**config.mk**
```make
export PLATFORM = sky130hd
export DESIGN_NAME = alu_control_decoder
export DESIGN_NICKNAME = d
export VERILOG_FILES = /design/src/rtl/alu_control_decoder.sv
export SDC_FILE = /design/constraint.sdc
export NUM_CORES = 1
export LEC_CHECK = 0
export ABC_CLOCK_PERIOD_IN_PS = 3350
export CAP_MARGIN = 25
export CORE_UTILIZATION = 51
export CTS_BUF_LIST = sky130_fd_sc_hd__clkbuf_16
export CTS_CLUSTER_DIAMETER = 120
export DETAILED_ROUTE_END_ITERATION = 7
export PLACE_DENSITY = 0.93
export SYNTH_ARGS = -nofsm -noshare
export SYNTH_HDL_FRONTEND = slang
export SYNTH_SLANG_ARGS = --single-unit
```
**constraint.sdc**
```tcl
create_clock -name Clk -period 3.35 [get_ports Clk]
set_input_delay 1.005 -clock Clk [delete_from_list [all_inputs] [get_ports Clk]]
set_output_delay 1.005 -clock Clk [all_outputs]
set_load 0.02 [all_outputs]
```
**src/rtl/alu_control_decoder.sv**
```systemverilog
// MIPS decode stage: instruction + register values -> ALUControl, operands and qualifiers,
// held in a 2-entry valid/ready output buffer. Define ALU_DEC_MUL_EN to decode mul.
module alu_control_decoder (
    input  logic        Clk,
    input  logic        Reset,
    input  logic [31:0] Instr,
    input  logic [31:0] RsData,
    input  logic [31:0] RtData,
    input  logic        InValid,
    output logic        InReady,
    input  logic        Flush,
    output logic [3:0]  ALUControl,
    output logic [31:0] OpA,
    output logic [31:0] OpB,
    output logic [4:0]  WriteReg,
    output logic        RegWrite,
    output logic        MemRead,
    output logic        MemWrite,
    output logic        Branch,
    output logic        Illegal,
    output logic        OutValid,
    input  logic        OutReady
);

    typedef struct packed {
        logic [3:0]  alu;
        logic [31:0] op_a;
        logic [31:0] op_b;
        logic [4:0]  wreg;
        logic        reg_write;
        logic        mem_read;
        logic        mem_write;
        logic        branch;
        logic        illegal;
    } dec_t;

    logic [5:0]  opcode, funct;
    logic [4:0]  rt, rd, shamt;
    logic [31:0] imm_sext, imm_zext;
    logic        unused_rs_field;
    logic        bad;
    dec_t        dec;

    assign opcode   = Instr[31:26];
    assign rt       = Instr[20:16];
    assign rd       = Instr[15:11];
    assign shamt    = Instr[10:6];
    assign funct    = Instr[5:0];
    assign imm_sext = {{16{Instr[15]}}, Instr[15:0]};
    assign imm_zext = {16'b0, Instr[15:0]};
    // The rs index only selects RsData upstream; the value arrives on RsData.
    assign unused_rs_field = ^Instr[25:21];

    always_comb begin
        dec = '0;
        bad = 1'b0;
        unique case (opcode)
            6'h00: begin
                dec.op_a      = RsData;
                dec.op_b      = RtData;
                dec.wreg      = rd;
                dec.reg_write = 1'b1;
                unique case (funct)
                    6'h20, 6'h21: dec.alu = 4'b0000;
                    6'h22, 6'h23: dec.alu = 4'b0001;
                    6'h24:        dec.alu = 4'b1000;
                    6'h25:        dec.alu = 4'b1001;
                    6'h27:        dec.alu = 4'b1010;
                    6'h26:        dec.alu = 4'b1011;
                    6'h2A:        dec.alu = 4'b1110;
                    6'h00, 6'h02: begin
                        dec.alu  = (funct == 6'h00) ? 4'b1100 : 4'b1101;
                        dec.op_a = RtData;
                        dec.op_b = {27'b0, shamt};
                    end
                    default:      bad = 1'b1;
                endcase
            end
            6'h1C: begin
`ifdef ALU_DEC_MUL_EN
                dec.alu       = 4'b0010;
                dec.op_a      = RsData;
                dec.op_b      = RtData;
                dec.wreg      = rd;
                dec.reg_write = 1'b1;
                bad           = (funct != 6'h02);
`else
                bad = 1'b1;
`endif
            end
            6'h08, 6'h09, 6'h0A, 6'h0C, 6'h0D, 6'h0E: begin
                dec.op_a      = RsData;
                dec.wreg      = rt;
                dec.reg_write = 1'b1;
                unique case (opcode)
                    6'h0A:   begin dec.alu = 4'b1110; dec.op_b = imm_sext; end
                    6'h0C:   begin dec.alu = 4'b1000; dec.op_b = imm_zext; end
                    6'h0D:   begin dec.alu = 4'b1001; dec.op_b = imm_zext; end
                    6'h0E:   begin dec.alu = 4'b1011; dec.op_b = imm_zext; end
                    default: begin dec.alu = 4'b0000; dec.op_b = imm_sext; end
                endcase
            end
            6'h23: begin
                dec.op_a      = RsData;
                dec.op_b      = imm_sext;
                dec.wreg      = rt;
                dec.reg_write = 1'b1;
                dec.mem_read  = 1'b1;
            end
            6'h2B: begin
                dec.op_a      = RsData;
                dec.op_b      = imm_sext;
                dec.mem_write = 1'b1;
            end
            6'h04, 6'h05: begin
                dec.alu    = 4'b0001;
                dec.op_a   = RsData;
                dec.op_b   = RtData;
                dec.branch = 1'b1;
            end
            6'h01: begin
                dec.alu    = 4'b0011;
                dec.op_a   = RsData;
                dec.op_b   = {31'b0, rt[0]};
                dec.branch = 1'b1;
                bad        = (rt[4:1] != 4'b0);
            end
            6'h06, 6'h07: begin
                dec.alu    = (opcode == 6'h07) ? 4'b0100 : 4'b0101;
                dec.op_a   = RsData;
                dec.branch = 1'b1;
            end
            default: bad = 1'b1;
        endcase
        if (bad) begin
            dec         = '0;
            dec.alu     = 4'b1111;
            dec.illegal = 1'b1;
        end
    end

    // slot0 is always the head; slot1 only holds data at count 2.
    dec_t       slot0_q, slot0_d, slot1_q, slot1_d;
    logic [1:0] count_q, count_d;
    logic       rdy_q;
    logic       push, pop;

    assign InReady  = rdy_q && (count_q != 2'd2);
    assign OutValid = (count_q != 2'd0);
    assign push     = InValid && InReady;
    assign pop      = OutValid && OutReady;

    always_comb begin
        slot0_d = slot0_q;
        slot1_d = slot1_q;
        count_d = count_q;
        if (Flush) begin
            count_d = 2'd0;
        end else if (push && pop) begin
            slot0_d = dec;
        end else if (push) begin
            if (count_q == 2'd0) slot0_d = dec;
            else                 slot1_d = dec;
            count_d = count_q + 2'd1;
        end else if (pop) begin
            if (count_q == 2'd2) slot0_d = slot1_q;
            count_d = count_q - 2'd1;
        end
    end

    always_ff @(posedge Clk or negedge Reset) begin
        if (!Reset) begin
            slot0_q <= '0;
            slot1_q <= '0;
            count_q <= 2'd0;
            rdy_q   <= 1'b0;
        end else begin
            slot0_q <= slot0_d;
            slot1_q <= slot1_d;
            count_q <= count_d;
            rdy_q   <= 1'b1;
        end
    end

    assign ALUControl = slot0_q.alu;
    assign OpA        = slot0_q.op_a;
    assign OpB        = slot0_q.op_b;
    assign WriteReg   = slot0_q.wreg;
    assign RegWrite   = slot0_q.reg_write;
    assign MemRead    = slot0_q.mem_read;
    assign MemWrite   = slot0_q.mem_write;
    assign Branch     = slot0_q.branch;
    assign Illegal    = slot0_q.illegal;

endmodule
```
After elaboration in Yosys (flattened, before gate mapping)
Cells that the tools add are included.
{ "word_totals": {"ff_bits": 159, "latchBits": 0, "ram_bits": 0, "mem_bits_ro": 0, "inputBits": 101, "output_inout_bits": 80, "word_cells": 104, "n_memories": 0} }
{ "op_classes": {"n_addsub": 2, "mul": 0, "n_div": 0, "order_cmp": 0, "eq_ne": 27, "n_shift": 0, "muxes": 25, "bitwise_logic": 3, "n_reduce_logical": 27} }
{ "op_table": {"columns": ["cell", "n"], "rows": [
  ["$mux 78", 6],
  ["$pmux 32 s5", 1],
  ["$eq 6x6->1 const B", 11],
  ["$mux 64", 1],
  ["$pmux 32 s2", 1],
  ["$eq 6x4->1 const B", 6],
  ["$mux 32", 1],
  ["$pmux 4 s7", 1],
  ["$eq 6x3->1 const B", 4],
  ["$pmux 4 s5", 1],
  ["$pmux 4 s4", 1],
  ["$reduce_or 13->1", 1],
  ["$logic_not 6->1", 2],
  ["$pmux 6 s2", 1],
  ["$reduce_or 12->1", 1],
  ["$reduce_or 11->1", 1],
  ["$reduce_or 2->1", 5],
  ["$reduce_bool 3->1", 3],
  ["$mux 2", 4],
  ["$reduce_and 4->1", 2],
  ["$reduce_or 7->1", 1],
  ["$eq 6x1->1 const B", 1],
  ["$eq 6x2->1 const B", 1],
  ["$mux 1", 6],
  ["15 further kinds", 21]
]} }

Depth between registers and ports, before layout
{ "logic_depth": {"ltp_word": 8, "mapped_depth": 9, "depth_no_buf": 6} }

Worst setup path before layout
OpenSTA, ideal clock, no wires.
{ "synth_timing": {"kind": "input to register", "from": "in Instr[29]", "to": "reg slot0_q (netlist bit OpA[17])", "setup_ns": 0.127, "arrival_ns": 2.728, "required_ns": 3.223, "setup_slack_ns": 0.495, "stages": 9, "path_buffers": 3, "path_cell_list": "buf_6 -> or4_4 -> nor3_4 -> o211ai_2 -> nor2_4 -> or4_4 -> buf_8 -> buf_12 -> o22ai_2"} }
{ "synth_via": {"elab_chain_cells": 7, "elab_cells_between_ends": 22, "cone_classes": "eq/ne (13); mux (6); reduce/logical (3)"} }
{ "synth_lines": {"columns": ["item", "line_no", "source"], "rows": [
  ["start, declared", "6", "input logic [31:0] Instr,"],
  ["$eq 6x3->1, or another cell as far along", "57", "unique case (opcode)"],
  ["$reduce_or 12->1 (no source line) or $reduce_or 13->1 (tied branches)", null, null],
  ["$pmux 1 s3 or $pmux 32 s2 (tied branches)", "57", null],
  ["$mux 78 *", "135", "if (bad) begin"],
  ["$mux 78", "162", "if (count_q == 2'd0) slot0_d = dec;"],
  ["$mux 78", "161", "end else if (push) begin"],
  ["$mux 78 *", "159", "end else if (push && pop) begin"],
  ["end signal, assigned", "178", "slot0_q <= slot0_d;"],
  ["end, declared", "143", "dec_t slot0_q, slot0_d, slot1_q, slot1_d;"]
]} }
Mark *: on every way between the ends. The rest lies on a longest branch, timed or not. The select of a mux whose other input is x is not followed.
A chain may end at the register's enable or synchronous reset.

Worst setup path in the final report
{ "layout_timing": {"from": "in Instr[18]", "to": "reg slot1_q[48] in the netlist's numbering"} }
{ "layout_via": {"elab_chain_cells": 3} }
{ "layout_lines": {"columns": ["item", "line_no", "source"], "rows": [
  ["$reduce_bool 4->1", "126", "bad = (rt[4:1] != 4'b0);"],
  ["$pmux 1 s3", "57", null],
  ["$mux 78", "135", null],
  ["end signal, assigned", "179", "slot1_q <= slot1_d;"],
  ["end, declared", "143", null]
]} }
No other way between the ends.

==> results.py <==
metrics = {
    "clocking": {
        "path_clk_slew_ns": 0.06,
        "root_buffer": "clkbuf_16",
        "ctsResizeCount": 0,
        "clock_latency_ns": 0.42,
        "cts_tree": "yes",
        "post_cts_buffers": 0,
        "htree_levels": 4,
        "holdBufCountCts": 0,
        "cts_buffers": 17,
        "clock_sinks": 159,
        "ctsLongestPathBuffers": 2,
    },
    "outcome": {
        "run_status": "complete, no violations",
    },
    "grt": {
        "grt_pass1_wl_um": 36900,
        "grt_pass1_vias": 7231,
        "antenna_found_initial": 0,
        "track_usage_pct": 31.9,
        "grt_max_degree": 79,
        "gr-total-overflow": 0,
    },
    "synthesis": {
        "synth.distinct_cells": 54,
        "yosysTopAreaCell": "dfrtp_1",
        "synth_cells": 801,
        "synth.area.top_cells": "dfrtp_1, a21oi_1, a22oi_1",
        "yosysSeqAreaShare_pct": 52.8,
        "dominantRegCellSynth": "dfrtp_1",
        "synthTopCellsByCount": "dfrtp_1, a21oi_1, nand2_1",
        "synth.ff_latch_count": 159,
        "synth_edf_count": 0,
        "netlist_area_um2": 7530,
        "yosysMostFrequentCell": "dfrtp_1",
        "synth_area_per_cell_um2": 9.41,
        "yosysWarnings": 0,
        "synth_top_area_share_pct": 52.8,
        "async_flop_share_pct": 100,
        "syn-num-nets": 902,
    },
    "detailed_routing": {
        "route.detailed.wl_per_inst_um": 20.2,
        "num_vias": 7458,
        "routed_wl_um": 23700,
        "drt_iter0_markers": 903,
        "viasPerCell": 6.34,
        "drt-pass1-iter-count": 8,
        "ant_nets": 0,
        "drc": 0,
    },
    "sta": {
        "min_period_ns": 3.19,
        "slew_headroom_pct": 51.0,
        "rsz0062_at_grt": "false",
        "period_share_pct": 95.3,
        "setup_violations": 0,
        "fmax_ghz": 0.313,
        "finalWorstSetupSlack_ns": 0.158,
        "hold_violations": 0,
        "finalMaxSlewViolations": 0,
        "clock_skew_ns": 0.00793,
        "worstMarginPinSlew_ns": 0.735,
        "holdWs_ns": 0.477,
    },
    "placed_design": {
        "gp_congestion": 0.920,
        "hpwl_um": 15900,
        "portBuffers": 175,
        "post-place-cells": 1145,
        "post-place-ws_ns": -0.179,
    },
    "setup_path": {
        "arrival_ns": 3.50,
        "crit_path_max_fanout": 21,
        "critPathKind": "in -> reg",
        "cp-end-kind": "flip-flop",
        "startpoint_type": "input port",
        "worstPathRequired_ns": 3.66,
    },
    "layout": {
        "nets": 1081,
        "stdcell_count": 1177,
        "multi_input_area_um2": 3180,
        "ff_latch_area_um2": 3980,
        "area_delta_synth_final_pct": 36.5,
        "drive_gt1_share_pct": 12.5,
        "nFillCells": 1030,
        "antenna_cells": 0,
    },
    "power": {
        "powerDensity_nw_per_um2": 529,
        "ir_worst_vdd_v": 0.000358,
        "p_leak_uw": 0.00422,
    },
    "die": {
        "core_um2": 14500,
        "die_x_um": 124,
        "start_util_pct": 52.0,
        "core.rowCount": 44,
        "dieArea_um2": 15300,
        "die_h_um": 124,
        "pin_count": 181,
    },
    "worst_hold_path": {
        "min_path_type": "reg -> reg",
    },
    "job": {
        "drv_cap": 0,
    },
}
==> cell usage in the layout (no fill, tap or decap), types with 2 or more instances in the layout <==
cell             instances
a222oi_1                 4
nor2b_1                  3
inv_1                    7
buf_12                  12
nand2_1                 92
nor3_1                   3
o22ai_1                 56
or3_1                    5
a21oi_1                101
clkbuf_16               17
o31ai_1                  2
nor4_1                   3
o21ai_1                 11
nor2_1                  91
o211ai_1                 3
nor2_4                   2
clkdlybuf4s50_1        174
or4_4                    4
o311ai_0                 2
nand3_1                  6
o21ai_0                 69
clkinvlp_4               2
clkinv_2                 5
buf_4                   41
bufinv_16                2
dfrtp_1                159
o21ai_2                 10
o22ai_2                 13
or4_1                    3
a22oi_1                 48
a31oi_1                  3
nand2b_1                 5
inv_6                    2
and2_1                   4
mux2i_1                  2
o2111ai_1                2
==> flip-flops by register name (all words and copies together) (netlist names) <==
name        flops
slot1_q        78
OpA            32
OpB            32
WriteReg        5
ALUControl      4
count_q         2
Branch          1
Illegal         1
MemRead         1
MemWrite        1
RegWrite        1
rdy_q           1
==> routing by layer <==
metal | part of all wire, % | track usage, % | vias to the layer above
met1 | 38 | 40.3 | 3564
met5 | 0 | 0 | -
met3 | 10 | 7.66 | 94
met2 | 48 | 51.4 | 527
li1 | - | - | 3273
met4 | 3.4 | 16.0 | 0
==> worst paths after layout <==
path | from | depth (start not counted) | slack, ns | end
max in group asynchronous | Reset | 2 | 1.91 | OpB[26]$_DFFE_PN0P_
hold reg to reg | slot1_q[3]$_DFFE_PN0P_ | 2 | 0.48 | slot1_q[3]$_DFFE_PN0P_
setup reg to reg | count_q[0]$_DFFE_PN0P_ | 7 | 1.05 | OpB[13]$_DFFE_PN0P_
setup / recovery | Instr[18] | 7 | 0.16 | slot1_q[48]$_DFFE_PN0P_
hold / removal | slot1_q[3]$_DFFE_PN0P_ | 2 | 0.48 | slot1_q[3]$_DFFE_PN0P_
min in group asynchronous | Reset | 1 | 0.59 | OpB[7]$_DFFE_PN0P_
==> per-stage QoR <==
step / utilization [%] / power, uW / cell area (um2) / TNS [ns]
2_1_floorplan: - / 2860 / 7530 / 0
3_3_place_gp: 67.1 / 3530 / 9720 / -3.17
3_5_place_dp: 67.1 / 3570 / 9720 / -6.46
4_1_cts: 71.0 / 5460 / 10300 / 0
5_1_grt: 71.0 / 5640 / 10300 / 0
6_report: 71.0 / 5440 / 10300 / 0
==> report_power, final <==
group	leakage (uW)	internal (uW)	switching [uW]	total, uW
Sequential	0.00206	2120	129	2250
Combinational	0.00188	620	680	1300
Clock	0.000284	1090	795	1890
Total	0.00422	3840	1600	5440
==> cell type report <==
class / instances / share of cell area, %
flip-flops and latches: 159 / 38.7
clock inverters: 15 / 1.41
clock buffers: 17 / 4.14
inverters: 6 / 0.219
multi-input cells: 568 / 30.9
repair buffers: 228 / 22.4
well taps: 184 / 2.24
==> logic make-up after synthesis <==
group           after synthesis  synth area share, %
compound gates              336                 28.0
simple gates                228                 13.5
flops                       159                 52.8
buf+inv                      74                 5.28
mux                           3                0.415
other cells                   1               0.0498
==> worst max-delay path, stage by stage <==
cell	delay (ns)
clkdlybuf4s50_1	0.47
or4_1	0.60
nand3_1	0.23
o31ai_1	0.14
or4_4	0.56
buf_12	0.19
o21ai_0	0.28
Power figures use the tool's default switching activity.
